===== config.mk =====
export PLATFORM = sky130hd
export DESIGN_NAME = apb_i2c_initiator
export DESIGN_NICKNAME = d
export VERILOG_FILES = /design/src/rtl/apb_i2c_initiator.sv
export SDC_FILE = /design/constraint.sdc
export NUM_CORES = 1
export LEC_CHECK = 0
export CAP_MARGIN = 10
export CORE_ASPECT_RATIO = 1.5
export CORE_UTILIZATION = 58
export CTS_BUF_LIST = sky130_fd_sc_hd__clkbuf_4
export CTS_CLUSTER_SIZE = 24
export DETAILED_ROUTE_END_ITERATION = 16
export PLACE_DENSITY = 0.8
export SLEW_MARGIN = 5
export SYNTH_ARGS = -nofsm -noshare
export SYNTH_HDL_FRONTEND = slang
export SYNTH_SLANG_ARGS = --single-unit

===== constraint.sdc =====
create_clock -name PCLK -period 3.3 [get_ports PCLK]
set_input_delay 0.495 -clock PCLK [delete_from_list [all_inputs] [get_ports PCLK]]
set_output_delay 0.495 -clock PCLK [all_outputs]
set_load 0.05 [all_outputs]

===== src/rtl/apb_i2c_initiator.sv =====
// Command-FIFO driven APB2 initiator for an I2C core register file.
// Executes queued APB reads/writes and wait-for-interrupt commands.
module apb_i2c_initiator #(
    parameter int unsigned FIFO_DEPTH     = 4,
    parameter logic [15:0] TIMEOUT_CYCLES = 16'd65535
) (
    input  logic       PCLK,
    input  logic       PRESETN,
    input  logic       cmd_valid,
    output logic       cmd_ready,
    input  logic [1:0] cmd_op,
    input  logic [8:0] cmd_addr,
    input  logic [7:0] cmd_wdata,
    output logic       rsp_valid,
    output logic [7:0] rsp_rdata,
    output logic       rsp_timeout,
    output logic       busy,
    output logic       PSEL,
    output logic       PENABLE,
    output logic       PWRITE,
    output logic [8:0] PADDR,
    output logic [7:0] PWDATA,
    input  logic [7:0] PRDATA,
    input  logic       INT
);
    localparam int PW = (FIFO_DEPTH > 1) ? $clog2(FIFO_DEPTH) : 1;
    localparam int CW = PW + 1;
    localparam logic [CW-1:0] DEPTH = CW'(FIFO_DEPTH);
    localparam logic [15:0] TO_LAST = TIMEOUT_CYCLES - 16'd1;

    typedef enum logic [1:0] {IDLE, SETUP, ACCESS, WAIT_INT} state_t;

    state_t        state_q, state_d;
    logic [18:0]   mem_q [FIFO_DEPTH];
    logic [PW-1:0] wr_ptr_q, wr_ptr_d;
    logic [PW-1:0] rd_ptr_q, rd_ptr_d;
    logic [CW-1:0] count_q, count_d;
    logic          cmd_ready_q, cmd_ready_d;
    logic [15:0]   cnt_q, cnt_d;
    logic          psel_q, psel_d;
    logic          penable_q, penable_d;
    logic          pwrite_q, pwrite_d;
    logic [8:0]    paddr_q, paddr_d;
    logic [7:0]    pwdata_q, pwdata_d;
    logic          rsp_valid_q, rsp_valid_d;
    logic [7:0]    rsp_rdata_q, rsp_rdata_d;
    logic          rsp_timeout_q, rsp_timeout_d;
    logic          push, pop, load, not_empty;
    logic [18:0]   head;
    logic [1:0]    head_op;

    assign push      = cmd_valid && cmd_ready_q;
    assign not_empty = (count_q != '0);
    assign head      = mem_q[rd_ptr_q];
    assign head_op   = head[18:17];

    always_ff @(posedge PCLK) begin
        if (push) mem_q[wr_ptr_q] <= {cmd_op, cmd_addr, cmd_wdata};
    end

    always_comb begin
        state_d       = state_q;
        cnt_d         = cnt_q;
        pop           = 1'b0;
        load          = 1'b0;
        psel_d        = 1'b0;
        penable_d     = 1'b0;
        pwrite_d      = pwrite_q;
        paddr_d       = paddr_q;
        pwdata_d      = pwdata_q;
        rsp_valid_d   = 1'b0;
        rsp_rdata_d   = rsp_rdata_q;
        rsp_timeout_d = 1'b0;
        unique case (state_q)
            IDLE: begin
                if (not_empty) begin
                    pop = 1'b1;
                    case (head_op)
                        2'b00, 2'b01: load = 1'b1;
                        2'b10: begin
                            state_d = WAIT_INT;
                            cnt_d   = 16'd0;
                        end
                        default: ;
                    endcase
                end
            end
            SETUP: begin
                state_d   = ACCESS;
                psel_d    = 1'b1;
                penable_d = 1'b1;
            end
            ACCESS: begin
                state_d = IDLE;
                if (!pwrite_q) begin
                    rsp_valid_d = 1'b1;
                    rsp_rdata_d = PRDATA;
                end
                // chain straight into the next transfer when one is queued
                if (not_empty && !head_op[1]) begin
                    pop  = 1'b1;
                    load = 1'b1;
                end
            end
            WAIT_INT: begin
                if (INT) begin
                    state_d     = IDLE;
                    rsp_valid_d = 1'b1;
                    rsp_rdata_d = 8'h00;
                end else if (cnt_q == TO_LAST) begin
                    state_d       = IDLE;
                    rsp_valid_d   = 1'b1;
                    rsp_rdata_d   = 8'h00;
                    rsp_timeout_d = 1'b1;
                end else begin
                    cnt_d = cnt_q + 16'd1;
                end
            end
        endcase
        if (load) begin
            state_d  = SETUP;
            psel_d   = 1'b1;
            paddr_d  = head[16:8];
            pwrite_d = ~head_op[0];
            if (~head_op[0]) pwdata_d = head[7:0];
        end
        wr_ptr_d    = push ? wr_ptr_q + PW'(1) : wr_ptr_q;
        rd_ptr_d    = pop ? rd_ptr_q + PW'(1) : rd_ptr_q;
        count_d     = count_q + CW'(push) - CW'(pop);
        cmd_ready_d = (count_d < DEPTH);
    end

    always_ff @(posedge PCLK or negedge PRESETN) begin
        if (!PRESETN) begin
            state_q       <= IDLE;
            wr_ptr_q      <= '0;
            rd_ptr_q      <= '0;
            count_q       <= '0;
            cmd_ready_q   <= 1'b0;
            cnt_q         <= 16'd0;
            psel_q        <= 1'b0;
            penable_q     <= 1'b0;
            pwrite_q      <= 1'b0;
            paddr_q       <= 9'h000;
            pwdata_q      <= 8'h00;
            rsp_valid_q   <= 1'b0;
            rsp_rdata_q   <= 8'h00;
            rsp_timeout_q <= 1'b0;
        end else begin
            state_q       <= state_d;
            wr_ptr_q      <= wr_ptr_d;
            rd_ptr_q      <= rd_ptr_d;
            count_q       <= count_d;
            cmd_ready_q   <= cmd_ready_d;
            cnt_q         <= cnt_d;
            psel_q        <= psel_d;
            penable_q     <= penable_d;
            pwrite_q      <= pwrite_d;
            paddr_q       <= paddr_d;
            pwdata_q      <= pwdata_d;
            rsp_valid_q   <= rsp_valid_d;
            rsp_rdata_q   <= rsp_rdata_d;
            rsp_timeout_q <= rsp_timeout_d;
        end
    end

    assign cmd_ready   = cmd_ready_q;
    assign busy        = (state_q != IDLE) || not_empty;
    assign PSEL        = psel_q;
    assign PENABLE     = penable_q;
    assign PWRITE      = pwrite_q;
    assign PADDR       = paddr_q;
    assign PWDATA      = pwdata_q;
    assign rsp_valid   = rsp_valid_q;
    assign rsp_rdata   = rsp_rdata_q;
    assign rsp_timeout = rsp_timeout_q;

endmodule


After elaboration in Yosys (flattened, before gate mapping)
Memories as Yosys holds them, arrays and structs flattened.
Index checks and enable logic that the tools add are counted.
{ "totals": {"ff_bits": 56, "ram_bits": 76, "in_bits": 31, "out_inout_bits": 32, "wordCells": 83, "mem_count": 1} }
{ "classes": {"add_sub_neg": 5, "order_cmp": 1, "eq_ne": 15, "mux": 31, "n_bitwise": 1, "reduce_logical": 15} }
{ "mem_list": {"columns": ["name", "words", "width", "read_ports", "rd_clocked_by_memory_dff", "write_ports", "line_no", "source"], "rows": [
  ["mem_q", 4, 19, 1, 0, 1, "34", "logic [18:0] mem_q [FIFO_DEPTH];"]
]} }
{ "op_table": {"columns": ["cell", "count"], "rows": [
  ["2-to-1 mux 16 bit", 4],
  ["one-hot mux 16 bit (2 select lines)", 1],
  ["2-to-1 mux 8 bit", 3],
  ["adder 16 x 1 -> 16 bit (second input constant)", 1],
  ["== test 16 bit (second input constant)", 1],
  ["one-hot mux 8 bit (2 select lines)", 1],
  ["2-to-1 mux 1 bit", 13],
  ["2-to-1 mux 2 bit", 5],
  ["inequality test 2 bit (second input constant)", 4],
  ["one-hot mux 2 bit (4 select lines)", 1],
  ["== test 2 bit (second input constant)", 3],
  ["inequality test 3 bit (second input constant)", 2],
  ["one-hot mux 1 bit (2 select lines)", 3],
  ["AND reduction 3 bit", 2],
  ["nonzero test 2 bit", 3],
  ["AND reduction 5 bit", 1],
  ["adder 2 x 1 -> 2 bit (second input constant)", 2],
  ["== test 2 x 1 -> 1 bit (second input constant)", 2],
  ["zero test 2 bit", 2],
  ["inequality test 4 bit (second input constant)", 1],
  ["adder 3 x 1 -> 3 bit", 1],
  ["less-than comparator 3 bit (second input constant)", 1],
  ["inequality test 3 x 2 -> 1 bit (second input constant)", 1],
  ["nonzero test 3 bit", 1],
  ["other kinds (8)", 9]
]} }

Logic depth before layout (Yosys ltp)
Gate-level depths: netlist of the first run.
An unclocked memory read counts as a cell.
{ "logic_depth": {"ltp_word": 8, "depth_mapped": 10, "depth_no_buf": 10} }

Worst setup path after synthesis of the first run
No wires, ideal clock.
{ "synth_timing": {"path_kind": "reg2reg", "from": "register rd_ptr_q[0]", "to": "register count_q[2]", "setup_time_ns": 0.121, "arrival_ns": 2.622, "required_ns": 3.179, "setup_slack_ns": 0.557, "path_stages_with_launch": 11, "path_buffers": 0, "period_less_slack_ns": 2.743, "cell_sequence": "dfrtp_1 -> mux4_2 -> a211oi_1 -> ha_1 -> inv_1 -> ha_1 -> inv_1 -> fa_1 -> xnor2_1 -> xor2_1 -> inv_1"} }
{ "synth_via": {"elab_chain_cells": 6} }
{ "synth_rtl": {"columns": ["element", "line_no", "source"], "rows": [
  ["start: declaration", "36", "logic [PW-1:0] rd_ptr_q, rd_ptr_d;"],
  ["start signal: assignment", "152", "rd_ptr_q <= rd_ptr_d;"],
  ["memory read (4 x 19 bit)", null, null],
  ["zero test 1 bit", "100", "if (not_empty && !head_op[1]) begin"],
  ["logical AND 1 bit", "100", null],
  ["2-to-1 mux 1 bit", "100", null],
  ["one-hot mux 1 bit (2 select lines)", "74", "unique case (state_q)"],
  ["net pop", "48", "logic push, pop, load, not_empty;"],
  ["subtractor 3 x 1 -> 3 bit", "129", "count_d = count_q + CW'(push) - CW'(pop);"],
  ["net count_d[2]", "37", "logic [CW-1:0] count_q, count_d;"],
  ["end signal: assignment", "153", "count_q <= count_d;"],
  ["end: declaration", "37", null]
]} }
The timed path passes the listed nets, and every way through them passes these cells.
A chain may end at the register's enable or synchronous reset.

Final worst setup path of the first run
{ "layout_timing": {"from": "register count_q[1]", "to": "output port busy"} }
{ "layout_via": {"elab_chain_cells": 2} }
{ "layout_rtl": {"columns": ["element", "line_no", "source"], "rows": [
  ["nonzero test 3 bit", "53", "assign not_empty = (count_q != '0);"],
  ["logical OR 1 bit", "168", "assign busy = (state_q != IDLE) || not_empty;"],
  ["end: declaration", "17", "output logic busy,"]
]} }
No other way between the ends.

==> flow_summary.toml, run 1 <==
[setup_path]
worstPathArrival_ns = 2.61
cpPeakStageDelay_ns = 0.71
cp_top_family = "simple AND/OR/NAND/NOR gates"
end_kind = "output port"
crit_path_start_kind = "flop"
path_class = "flop to output port"
crit_slowest_cell = "clkdlybuf4s50_1"
worst-path-buf-inv = 2
crit_fanout = 5
cp.required_ns = 2.80
cp_cell_sequence = "nor3_1, inv_1, or3_1, clkdlybuf4s50_1"

[power]
p_int_mw = 3.80
power_frac_comb = 0.395
switching_share = 0.376
vdd_drop_max_mv = 0.592
p_leak_nw = 2.42
clkPwrFrac = 0.207
power_switching_mw = 2.29
total_power_mw = 6.09
p_per_area_nw_per_um2 = 943
pwr-share-seq = 0.398

[floorplanning]
io_pins = 63
row_count = 42
core-area_um2 = 8880
die_w_um = 80.4
initial_core_util = 0.601
die_area_um2 = 9610
fp.dieH_um = 120

[clock_network]
post_cts_buffers = 0
htree_levels = 4
cts_tree = "built"
clkSinkCount = 132
clk_path_buf_depth = 2
clk_pin_slew_ns = 0.11
hold_buffers = 0
root_buffer = "clkbuf_4"
cts_resized = 0
cts_buffers = 17
clock_latency_ns = 0.50

[synthesis]
ys_seq_area_frac = 0.690
synthArstFlopShare = 0.424
synthCells = 343
synth_area_per_cell_um2 = 15.6
synth_edf_count = 76
netlist_area_um2 = 5340
ys_types = 41
synth-main-ff-cell = "edfxtp_1"
yosysWarnings = 0
mappedNetlistNets = 383
synth-seq-cells = 132

[grt]
grt_pass1_wl_mm = 16.3
grt_pass1_vias = 3322
grt_antenna_before_repair = 0
grt_start_max_net_pins = 34
overflow = 0
grt_use_total = 0.235

[status]
status = "finished, final reports clean"

[timing]
timing.final.crit_share = 0.940
max_slew_margin = 0.471
max_freq_mhz = 322
fin_skew_ns = 0.0126
hold_viol = 0
setup_violations = 0
rsz0062_at_grt = "false"
layout_min_cycle_time_ns = 3.10
setup-tns-final_ns = 0
slew_viol_final = 0
tightest_slew_ns = 0.793

[routing]
wl_per_cell_um = 18.6
ant_nets = 0
vias = 3207
drc = 0
wirelength_mm = 10.1
drt_iter0_drc = 133
drt-pass1-iter-count = 4
via_per_inst = 5.91

[place]
place_congestion = 0.779
io_buffers = 62
dp_hpwl_mm = 6.68
placed_cell_area_um2 = 6100

[layout]
final_cell_mix = "76 x edfxtp_1, 61 x clkdlybuf4s50_1, 56 x dfrtp_1, 37 x nand2_1"
syn_to_final_growth_pct = 20.8
nets = 460
layout_commonest_cell = "edfxtp_1"
n_antenna_cell = 0
drive_gt1_frac = 0.171
design_area_um2 = 6450

[min_path]
hold_path.class = "input port to asynchronous set/reset pin"

[job]
maxCapViolations = 0
[layer usage]
layer / track usage / vias to the layer above / routed length (µm)
met1: 0.260 / 1630 / 3760
met2: 0.424 / 84 / 5830
li1: - / 1483 / -
met5: 0 / - / 0
met4: 0.0859 / 0 / 113
met3: 0.0608 / 10 / 385
[final cells by class]
class | count | area [µm²]
Clock inverter | 13 | 205
Fill cell | 590 | 2430
Timing Repair Buffer | 72 | 688
Multi-Input combinational cell | 187 | 1560
Inverter | 10 | 37.5
Clock buffer | 19 | 143
Tap cell | 110 | 138
Sequential cell | 132 | 3680
[cells in the mapped netlist (all sizes together) (2+ instances only)]
cell type / instances / share of area
a21oi: 15 / 0.014
a22oi: 8 / 0.011
and2: 2 / 0.0023
and3: 5 / 0.0059
and4: 2 / 0.0033
buf: 8 / 0.0070
clkbuf: 6 / 0.0042
dfrtp: 56 / 0.26
edfxtp: 76 / 0.43
ha: 8 / 0.019
inv: 10 / 0.0070
mux2: 9 / 0.019
mux4: 19 / 0.080
nand2: 37 / 0.026
nand3: 7 / 0.0066
nand4: 5 / 0.0059
nor2: 5 / 0.0066
nor3: 3 / 0.0037
nor4: 2 / 0.0035
o21ai: 7 / 0.0066
o2bb2ai: 8 / 0.013
o31ai: 13 / 0.018
or3: 6 / 0.0080
or4: 11 / 0.015
xnor2: 3 / 0.0049
xor2: 2 / 0.0033
[registers in the layout, indices dropped and copies added, names as in the netlist]
name         flops
rsp_valid        1
PSEL             1
rsp_rdata        8
PENABLE          1
count_q          3
PWRITE           1
rsp_timeout      1
PWDATA           8
state_q          2
mem_q           76
PADDR            9
wr_ptr_q         2
cmd_ready        1
rd_ptr_q         2
cnt_q           16
[kinds of logic after synthesis]
logic type,after synthesis,share of synthesized area
AOI/OAI and AO/OA,56,0.0698
xor gates and xnor gates,5,0.00820
adders and majority gates,9,0.0225
buffers and inverters,24,0.0183
DFF,132,0.690
muxes,28,0.0991
and+or+nand+nor,89,0.0925
[metrics by stage]
stage	hold WS (ns)	util	instances	worst slack (ns)
2_1_floorplan	0.199	-	343	0.557
3_3_place_gp	0.460	0.687	510	0.504
3_5_place_dp	0.466	0.687	510	0.320
4_1_cts	0.0417	0.726	542	0.139
5_1_grt	0.0547	0.727	543	0.0215
6_report	0.0552	0.727	543	0.197
[worst paths after layout]
check / from / cells after the start / end / slack [ns]
setup reg to reg: rd_ptr_q[0] / 10 / count_q[2] / 0.33
hold / removal: PRESETN / 1 / cnt_q[7] / 0.06
hold reg to reg: PADDR[4] / 2 / PADDR[4] / 0.49
setup / recovery: count_q[1] / 4 / busy / 0.20
min in group PCLK: PADDR[4] / 2 / PADDR[4] / 0.49
max in group asynchronous: PRESETN / 2 / rd_ptr_q[1] / 2.41
[power by group through the flow]
stage | Combinational (mW) | Sequential, mW | Clock, mW
floorplan | 1.13 | 2.98 | 0
global placement | 2.35 | 2.44 | 0
detailed placement | 2.43 | 2.46 | 0
CTS | 2.43 | 2.42 | 1.29
global route | 2.58 | 2.47 | 1.36
finish | 2.41 | 2.42 | 1.26
No activity file was read; power rests on OpenSTA's default activity.
==> inputs of run 2 (changes only) <==
CORE_MARGIN = 5   (was not set)
==> run 2 against run 1 <==
Cell area down 0.23%. Hold slack improved by 0.44 ns. Register-to-register slack about the same. Cell count rose by 0.37%. Combinational power about the same. Sequential cell count stayed put. Routed wire length is 1.2% higher. Clock-buffer cell count is 2 lower. Critical path type is now flop to flop.
==> flow_summary.toml, run 2 (synthesis results as in run 1) <==
[setup_path]
crit_top_cell = "inv_1"
worstPathArrival_ns = 3.36
timing.rr.start = "rd_ptr_q[0]"
cp_top_family = "adder cells"
cpPeakStageDelay_ns = 0.57
crit_slowest_cell = "mux4_2"
crit_fanout = 6
cp_cell_sequence = "mux4_2, a211oi_1, ha_1, inv_1, ha_1, inv_1, fa_1, xnor2_1, xor2_1, inv_1"
ff2ff_path_depth = 10
reg2reg_to = "count_q[2]"
r2r_slack_ns = 0.34
worst-path-buf-inv = 3
path_class = "flop to flop"
cp.required_ns = 3.70
crit_path_start_kind = "flop"
end_kind = "flop"

[floorplanning]
die_area_um2 = 11300
io_pins = 63
initial_core_util = 0.584
row_count = 43
die_w_um = 88.4
core-area_um2 = 9150
fp.dieH_um = 128

[place]
place_congestion = 0.862
dpl.cell_count = 512
pre_cts_ws_ns = 0.332
io_buffers = 62
dp_hpwl_mm = 6.84

[timing]
hold_viol = 0
worst_hold_slack_ns = 0.494
setup_violations = 0
rsz0062_at_grt = "false"
fin_ws_ns = 0.340
fin_skew_ns = 0.0160
layout_min_cycle_time_ns = 2.96
max_freq_mhz = 338
setup-tns-final_ns = 0
tightest_slew_ns = 1.13
max_slew_margin = 0.243
slew_viol_final = 0
timing.final.crit_share = 0.897

[status]
status = "finished, final reports clean"

[layout]
largest_reg_flops = 76
syn_to_final_growth_pct = 20.6
drive_gt1_frac = 0.173
nets = 460
multi_input_comb_area_um2 = 1570
regMostFlops = "mem_q"
layout_commonest_cell = "edfxtp_1"
final_cell_mix = "76 x edfxtp_1, 61 x clkdlybuf4s50_1, 56 x dfrtp_1, 37 x nand2_1, 19 x mux4_2"
fillers = 619
n_antenna_cell = 0
fin_cells = 545
ff_latch_area_um2 = 3680

[power]
total_power_mw = 6.01
p_leak_nw = 2.42
p_per_area_nw_per_um2 = 933
vdd_drop_max_mv = 0.724

[min_path]
hold_path.class = "flop to flop"
worstHoldStart = "PADDR[1]"
worstHoldEndpoint = "PADDR[1]"
hold-path-cell-count = 2

[grt]
overflow = 0
grt_start_max_net_pins = 30
grt_pass1_vias = 3463
grt_use_total = 0.201
grt_pass1_wl_mm = 17.0
grt_antenna_before_repair = 0

[clock_network]
clock_latency_ns = 0.51
clkSinkCount = 132
cts_buffers = 17
root_buffer = "clkbuf_4"
cts_tree = "built"
htree_levels = 4
post_cts_buffers = 0
clk_path_buf_depth = 2
clk_pin_slew_ns = 0.12

[routing]
via_per_inst = 5.97
wl_per_cell_um = 18.7
drt_iter0_drc = 162
drt-pass1-iter-count = 4
vias = 3255
ant_nets = 0
wirelength_mm = 10.2
drc = 0

[job]
maxCapViolations = 0
-- run 2: layout make-up --
| type | instances | area share |
|---|---|---|
| flip-flops and latches | 132 | 0.572 |
| multi-input cells | 187 | 0.243 |
| repair buffers | 72 | 0.108 |
| clock inverters | 15 | 0.0299 |
| well taps | 112 | 0.0218 |
| clock buffers | 17 | 0.0198 |
| inverters | 10 | 0.00583 |
-- run 2: worst max-delay path by stage --
stage	from	endpoint	slack, ns	depth (start not counted)
floorplan	rd_ptr_q[0]	count_q[2]	0.56	10
global placement	rd_ptr_q[0]	count_q[2]	0.50	10
detailed placement	rd_ptr_q[0]	count_q[2]	0.33	10
CTS	count_q[1]	busy	0.11	4
global route	rd_ptr_q[0]	count_q[2]	0.15	10
finish	rd_ptr_q[0]	count_q[2]	0.34	10
-- run 2: timing repair --
action	CTS	global route
hold buffers	1	0
gates resized for setup	0	1
endpoints found under the hold margin	28	0
endpoints found under the setup margin	0	1
-- run 2: routing by layer --
metal	vias to the layer above	share of wire	global-route usage
li1	1490	-	-
met1	1675	0.39	0.241
met2	86	0.56	0.348
met3	4	0.044	0.0574
met4	0	0.0064	0.0614
met5	-	0	0
-- run 2: power by group --
group	leakage, nW	internal [mW]	switching (mW)
Clock	0.176	0.549	0.625
Sequential	1.40	2.16	0.265
Combinational	0.844	0.950	1.46
-- run 2: stage by stage --
stage / utilization / cell area (µm²)
final: 0.704 / 6440
after detailed placement: 0.667 / 6100
after floorplan: - / 5340
after global routing: 0.704 / 6440
after global placement: 0.667 / 6100
after CTS: 0.704 / 6430
-- run 2: worst register-to-register path, stage by stage, from the launching register on --
cell and delay [ns]:
dfrtp_1 0.39, mux4_2 0.57, a211oi_1 0.51, ha_1 0.33
inv_1 0.06, ha_1 0.14, inv_1 0.05, fa_1 0.37
xnor2_1 0.20, xor2_1 0.19, inv_1 0.06
==> inputs of run 3 (changes only) <==
CORE_UTILIZATION = 50   (was 58)
PLACE_DENSITY = 0.71   (was 0.8)
==> run 3 against run 2 <==
Power down 2.4%. First-iteration DRC count increased by 7.4%. Clock power is 10% lower. Sequential cell count unchanged. Non-clock buffer count stayed put. Hold slack lost 0.0029 ns. Register-to-register slack improved by 0.05 ns. Critical path depth fell by 6. Worst setup slack worse by 0.0031 ns. Largest cell class unchanged. Highest routed layer unchanged.
==> flow_summary.toml, run 3 (synthesis results as in run 1) <==
[routing]
drc = 0
via_per_inst = 5.53
ant_nets = 0
wl_per_cell_um = 17.6
drt_iter0_drc = 174
vias = 3198
wirelength_mm = 10.2
drt-pass1-iter-count = 4

[power]
switching_share = 0.411
power_frac_comb = 0.409
power_switching_mw = 2.41
p_per_area_nw_per_um2 = 910
p_leak_nw = 2.40
p_int_mw = 3.46
pwr-share-seq = 0.412
clkPwrFrac = 0.179
vdd_drop_max_mv = 0.529

[clock_network]
clk_path_buf_depth = 2
cts_tree = "built"
cts_buffers = 17
clock_latency_ns = 0.53
clk_pin_slew_ns = 0.13
htree_levels = 4
root_buffer = "clkbuf_4"
clkSinkCount = 132

[job]
maxCapViolations = 0

[layout]
multi_input_comb_area_um2 = 1570
syn_to_final_growth_pct = 20.7
fin_cells = 578
layout_commonest_cell = "edfxtp_1"
final_cell_mix = "76 x edfxtp_1, 61 x clkdlybuf4s50_1, 56 x dfrtp_1, 37 x nand2_1, 19 x mux4_2"
design_area_um2 = 6450
fillers = 828
regMostFlops = "mem_q"
largest_reg_flops = 76
nets = 460
drive_gt1_frac = 0.173
ff_latch_area_um2 = 3680

[status]
status = "finished, final reports clean"

[timing]
fin_skew_ns = 0.0209
setup-tns-final_ns = 0
max_freq_mhz = 338
hold_viol = 0
timing.final.crit_share = 0.898
max_slew_margin = 0.236
setup_violations = 0
worst_hold_slack_ns = 0.491
slew_viol_final = 0
tightest_slew_ns = 1.14
rsz0062_at_grt = "false"
layout_min_cycle_time_ns = 2.96

[floorplanning]
fp.dieH_um = 137
row_count = 46
core-area_um2 = 10500
initial_core_util = 0.507
io_pins = 63
die_area_um2 = 12900
die_w_um = 94.4

[setup_path]
crit_slowest_cell = "clkdlybuf4s50_1"
crit_fanout = 5
ff2ff_path_depth = 10
timing.rr.start = "rd_ptr_q[0]"
crit_cells = 4
worst-path-buf-inv = 2
crit_path_start_kind = "flop"
worstPathArrival_ns = 2.47
cpPeakStageDelay_ns = 0.71
cp_top_family = "buffers and inverters"
path_class = "flop to output port"
cp_cell_sequence = "nor3_2, inv_1, or3_1, clkdlybuf4s50_1"
reg2reg_to = "count_q[2]"
r2r_slack_ns = 0.39
cp.required_ns = 2.80
end_kind = "output port"

[place]
io_buffers = 62
place_congestion = 0.754
dp_hpwl_mm = 6.85
placed_cell_area_um2 = 6140
dpl.cell_count = 544

[min_path]
hold_path.class = "flop to flop"
worstHoldEndpoint = "PADDR[3]"
worstHoldStart = "PADDR[3]"
hold-path-cell-count = 2

[grt]
grt_pass1_vias = 3398
grt_pass1_wl_mm = 16.7
grt_use_total = 0.172
overflow = 0
grt_start_max_net_pins = 34
grt_antenna_before_repair = 1
## run 3: changes by cell type in the layout (fill, tap and decap cells not counted), moves of 2 or more
| cell | delta |
|---|---|
| bufinv_16 | -3 |
| clkinv_2 | -2 |
| clkinv_4 | -3 |
| clkinv_8 | +2 |
| inv_6 | +2 |
| inv_8 | +3 |
## run 3: worst max path at each step
stage                 endpoint        start
floorplan           count_q[2]  rd_ptr_q[0]
global placement    count_q[2]  rd_ptr_q[0]
detailed placement  count_q[2]  rd_ptr_q[0]
CTS                       busy   count_q[1]
global route        count_q[2]  rd_ptr_q[0]
finish                    busy   count_q[1]
## run 3: area by class of cell
type	count	share of cell area
flip-flops and latches	132	0.571
multi-input cells	187	0.243
repair buffers	72	0.108
well taps	144	0.0279
clock inverters	15	0.0245
clock buffers	17	0.0198
inverters	10	0.00582
diodes	1	0.000388
## run 3: tightest hold or removal path, cell delays in order (launching register included)
cell and delay [ns]:
dfrtp_1 0.36, nand2_1 0.05, nand2_1 0.06
## run 3: power groups by stage
stage	sequential, mW	clock, mW	combinational (mW)
5_1_grt	2.47	1.15	2.60
6_report	2.42	1.05	2.40
2_1_floorplan	2.98	0	1.13
4_1_cts	2.42	1.08	2.45
3_3_place_gp	2.43	0	2.37
3_5_place_dp	2.45	0	2.45
## run 3: repair_timing
action,in CTS,in global routing
hold buffers,1,0
buffers inserted,0,0
endpoints found under the setup margin,0,1
resized for setup,0,1
endpoints found under the hold margin,23,0
## run 3: metal layers
metal  vias to the layer above  global-route usage  part of all wire
met3                        16              0.0451             0.042
met5                         -                   0                 0
met1                      1619               0.195              0.38
li1                       1485                   -                 -
met4                         0              0.0578             0.015
met2                        78               0.313              0.56
## run 3: metrics by stage
| stage | utilization | total power, mW | setup slack (ns) |
|---|---|---|---|
| finish | 0.612 | 5.87 | 0.337 |
| global route | 0.612 | 6.22 | 0.172 |
| CTS | 0.611 | 5.95 | 0.0894 |
| detailed placement | 0.583 | 4.90 | 0.387 |
| global placement | 0.583 | 4.81 | 0.492 |
| floorplan | - | 4.11 | 0.557 |
